`src/rtl/sync_fifo_v2.sv`:
```
// Single-clock byte FIFO with registered read data and full/empty flags.
// Optional sticky overflow/underflow outputs are enabled by defining SYNC_FIFO_V2_ERR_FLAGS_EN.
module sync_fifo_v2 #(
  parameter int DATA_WIDTH = 8,
  parameter int ADDR_WIDTH = 4
) (
  input  logic                  clk,
  input  logic                  rst_n,
  input  logic [DATA_WIDTH-1:0] data_in,
  input  logic                  write_enable,
  input  logic                  read_enable,
  output logic [DATA_WIDTH-1:0] data_out,
  output logic                  full,
  output logic                  empty
`ifdef SYNC_FIFO_V2_ERR_FLAGS_EN
  ,
  output logic                  overflow,
  output logic                  underflow
`endif
);

  localparam int DEPTH = 2 ** ADDR_WIDTH;
  localparam logic [ADDR_WIDTH:0] PTR_ONE = {{ADDR_WIDTH{1'b0}}, 1'b1};

  logic [DATA_WIDTH-1:0] mem [DEPTH];
  logic [ADDR_WIDTH:0]   wptr;
  logic [ADDR_WIDTH:0]   rptr;
  logic                  rd_acc;
  logic                  wr_acc;

  // The extra MSB distinguishes a full buffer from an empty one when the addresses match.
  assign empty  = (wptr == rptr);
  assign full   = (wptr[ADDR_WIDTH-1:0] == rptr[ADDR_WIDTH-1:0]) &&
                  (wptr[ADDR_WIDTH] != rptr[ADDR_WIDTH]);
  assign rd_acc = read_enable & ~empty;
  assign wr_acc = write_enable & (~full | rd_acc);

  always_ff @(posedge clk) begin
    if (wr_acc) begin
      mem[wptr[ADDR_WIDTH-1:0]] <= data_in;
    end
  end

  always_ff @(posedge clk or negedge rst_n) begin
    if (!rst_n) begin
      wptr <= '0;
    end else if (wr_acc) begin
      wptr <= wptr + PTR_ONE;
    end
  end

  // Read stage: data_out only moves on an accepted read, otherwise it holds.
  always_ff @(posedge clk or negedge rst_n) begin
    if (!rst_n) begin
      rptr     <= '0;
      data_out <= '0;
    end else if (rd_acc) begin
      rptr     <= rptr + PTR_ONE;
      data_out <= mem[rptr[ADDR_WIDTH-1:0]];
    end
  end

`ifdef SYNC_FIFO_V2_ERR_FLAGS_EN
  always_ff @(posedge clk or negedge rst_n) begin
    if (!rst_n) begin
      overflow  <= 1'b0;
      underflow <= 1'b0;
    end else begin
      if (write_enable && full && !read_enable) begin
        overflow <= 1'b1;
      end
      if (read_enable && empty) begin
        underflow <= 1'b1;
      end
    end
  end
`endif

endmodule

```
`config.mk`:
```
export PLATFORM = sky130hd
export DESIGN_NAME = sync_fifo_v2
export DESIGN_NICKNAME = d
export VERILOG_FILES = /design/src/rtl/sync_fifo_v2.sv
export SDC_FILE = /design/constraint.sdc
export NUM_CORES = 1
export LEC_CHECK = 0
export CORE_AREA = 2 2 116 118
export CTS_BUF_LIST = sky130_fd_sc_hd__clkbuf_4
export CTS_CLUSTER_DIAMETER = 30
export DETAILED_ROUTE_END_ITERATION = 12
export DIE_AREA = 0 0 118 120
export GPL_TIMING_DRIVEN = 0
export PLACE_DENSITY = 0.66
export SYNTH_ARGS = -nofsm -noshare
export SYNTH_HDL_FRONTEND = slang
export SYNTH_SLANG_ARGS = --single-unit
export TNS_END_PERCENT = 10
```
`constraint.sdc`:
```
create_clock -name clk -period 2.2 [get_ports clk]
set_input_delay 0.22 -clock clk [delete_from_list [all_inputs] [get_ports clk]]
set_output_delay 0.22 -clock clk [all_outputs]
set_load 0.02 [all_outputs]
```
==> results.yml <==
status:
  status: "complete, but fails checks"
  violations: "negative setup slack"
place:
  dp_hpwl_mm: 7.43
  placedCellCount: 503
  gp_congestion: 0.764
  port_buffers: 21
  dp_slack_ns: -0.946
synth:
  syn_area_mm2: 0.00598
  yosysSeqAreaShare_pct: 71.8
  syn_inst: 306
  ys_warn_count: 0
  synth_top_area_share_pct: 64.3
  synth_seq_cells: 146
  syn_area_per_cell_um2: 19.5
  synth_area_leaders: "edfxtp_1 64%, dfrtp_1 7.5%, mux4_1 6.2%, mux4_2 3.8%, mux2_2 3.4%"
  synth_area_leader_cell: "edfxtp_1"
  synth_cell_type_count: 28
  syn_nets: 323
worst_setup_path:
  crit_path_start_kind: "flip-flop"
  end_kind: "flip-flop"
  crit_fanout: 10
  path_class: "reg -> reg"
  worstPathArrival_ns: 2.49
  worstPathRequired_ns: 2.46
layout:
  nFillCells: 1027
  multi_input_area_mm2: 0.00173
  area_growth_pct: 18.2
  antenna-diode-count: 0
  post-route-util_pct: 54.4
  final_cells: 545
  seq_area_mm2: 0.00430
  drive_above_1_share_pct: 31.7
  fin_nets: 373
floorplan:
  coreArea_mm2: 0.0130
  die-area_mm2: 0.0142
  initial_utilization_pct: 46.0
  die_x_um: 118
  fp.dieH_um: 120
  pin_count: 22
  row_count: 42
job:
  drv_cap: 0
cts:
  cts_sinks: 146
  clockBufferDepth: 2
  cts_root_buf: "clkbuf_4"
  cts_htree_levels: 4
  cts_buffers: 17
  cts_tree: "done"
  insertion_delay_ns: 0.53
  path_clk_slew_ns: 0.12
detailed_routing:
  drc_errors: 0
  wire_per_inst_um: 22.5
  wl_met3_um: 670
  highest_layer: "met4"
  dr_total_vias: 2934
  drt-initial-drc-count: 297
  wl_met1_mm: 5.25
  final_antenna_net_count: 0
  drt-total-wl_mm: 12.2
  route.met2.wl_mm: 6.18
  avgViaCountPerCell: 5.38
  first_pass_iters: 4
timing:
  finalHoldViolations: 0
  setup_slack_ns: -0.0328
  period_share_pct: 101
  setup-violations-final: 16
  fin_worst_skew_ns: 0.0114
  relSlewSlack_pct: 40.4
  rsz0062_at_grt: "true"
  report.final.slew_viol_count: 0
  fin_setup_tns_ns: -0.274
  period_minus_slack_ns: 2.23
  fmax_ghz: 0.448
  tightest_slew_ns: 0.891
worst_hold_path:
  holdCritPathClass: "in -> async"
global_routing:
  grt_pass1_vias: 3047
  grt_max_degree: 19
  overflow: 0
  grt_pass1_wl_mm: 18.2
  grt.total_usage_pct: 18.1
  grt_antenna_before_repair: 0
power_and_ir_drop:
  power.density_mw_per_mm2: 1300
  ir_drop_mv: 0.813
  p_leak_nw: 2.37
-- through the flow --
stage / instance area [um2] / power (mW) / hold slack (ns)
floorplan: 5980 / 5.81 / -0.0756
CTS: 6980 / 9.08 / 0.164
global placement: 6410 / 6.73 / 0.492
global route: 7070 / 9.62 / 0.199
detailed placement: 6410 / 6.79 / 0.498
finish: 7070 / 9.20 / 0.174
-- where the power goes --
part	total [mW]	switching, mW	leakage [nW]	internal [mW]
registers	3.74	0.310	1.36	3.43
clock network	1.89	0.956	0.173	0.932
logic	3.57	1.83	0.834	1.74
total	9.20	3.09	2.37	6.11
-- flip-flops by register name, indices dropped and copies added, names as in the netlist --
name      count
wptr          5
rptr          5
mem         128
data_out      8
-- final timing paths --
kind,from,cells after the start,end,slack (ns)
setup reg to reg,rptr[1],8,mem[15][2],-0.03
hold / removal,rst_n,1,wptr[0],0.17
hold reg to reg,data_out[3],1,data_out[3],0.52
min in group clk,data_out[3],1,data_out[3],0.52
max in group asynchronous,rst_n,1,wptr[2],1.43
setup / recovery,rptr[1],8,mem[15][2],-0.03
-- cell usage in the layout, fill, tap and decap left out, types with 5 or more instances in the layout --
master / Yosys / routed
buf_6: 3 / 6
clkbuf_4: 0 / 20
buf_12: 0 / 5
a221oi_1: 8 / 8
buf_4: 0 / 10
mux4_1: 14 / 8
clkdlybuf4s50_1: 0 / 19
ha_1: 5 / 5
xnor2_1: 13 / 11
a22o_1: 8 / 8
nor2_2: 0 / 6
edfxtp_1: 128 / 128
mux2_2: 18 / 18
nand2b_1: 10 / 10
dfrtp_1: 18 / 16
mux2i_1: 16 / 16
nor2_4: 0 / 6
mux4_2: 10 / 16
-- cells in the mapped netlist, drive strengths merged --
master	instances
a221oi	8
a22o	8
and3	3
buf	11
clkbuf	6
dfrtp	18
edfxtp	128
ha	5
inv	3
mux2	18
mux2i	16
mux4	24
nand2	2
nand2b	10
nand4	1
nor2	15
nor2b	1
nor3	4
o211ai	3
o21ai	1
o311ai	5
o31ai	2
xnor2	13
xor2	1
-- layer usage --
layer | vias to the layer above | global-route usage (%)
li1 | 1341 | -
met1 | 1509 | 24.1
met2 | 74 | 29.7
met3 | 10 | 4.33
met4 | 0 | 5.80
met5 | - | 0
-- critical path, stage by stage, from the launching register on --
cell	delay (ns)
dfrtp_1	0.43
buf_8	0.13
buf_12	0.14
xnor2_2	0.11
nand4_1	0.18
buf_6	0.19
buf_6	0.13
o31ai_2	0.43
inv_2	0.21
-- area by class of cell --
type	count	area share [%]
Sequential cell	146	60.8
Multi-Input combinational cell	140	24.5
Timing Repair Buffer	34	5.08
Tap cell	176	3.12
Clock inverter	13	2.58
Clock buffer	19	2.02
Buffer	14	1.72
Inverter	3	0.159
-- kinds of logic after synthesis --
logic type / after synthesis / share of synthesized area (%)
flops: 146 / 71.8
mux: 58 / 16.0
simple gates: 36 / 2.97
compound gates: 27 / 4.35
buf+inv: 20 / 1.74
xor+xnor: 14 / 2.05
fa+ha+maj: 5 / 1.05
-- timing repair --
| item | in CTS | in global routing |
|---|---|---|
| pin swaps | 3 | 7 |
| hold buffers | 0 | 0 |
| buffers inserted | 10 | 3 |
| setup endpoints to repair | 141 | 138 |
| gates resized for setup | 55 | 16 |
Power figures use the tool's default switching activity.
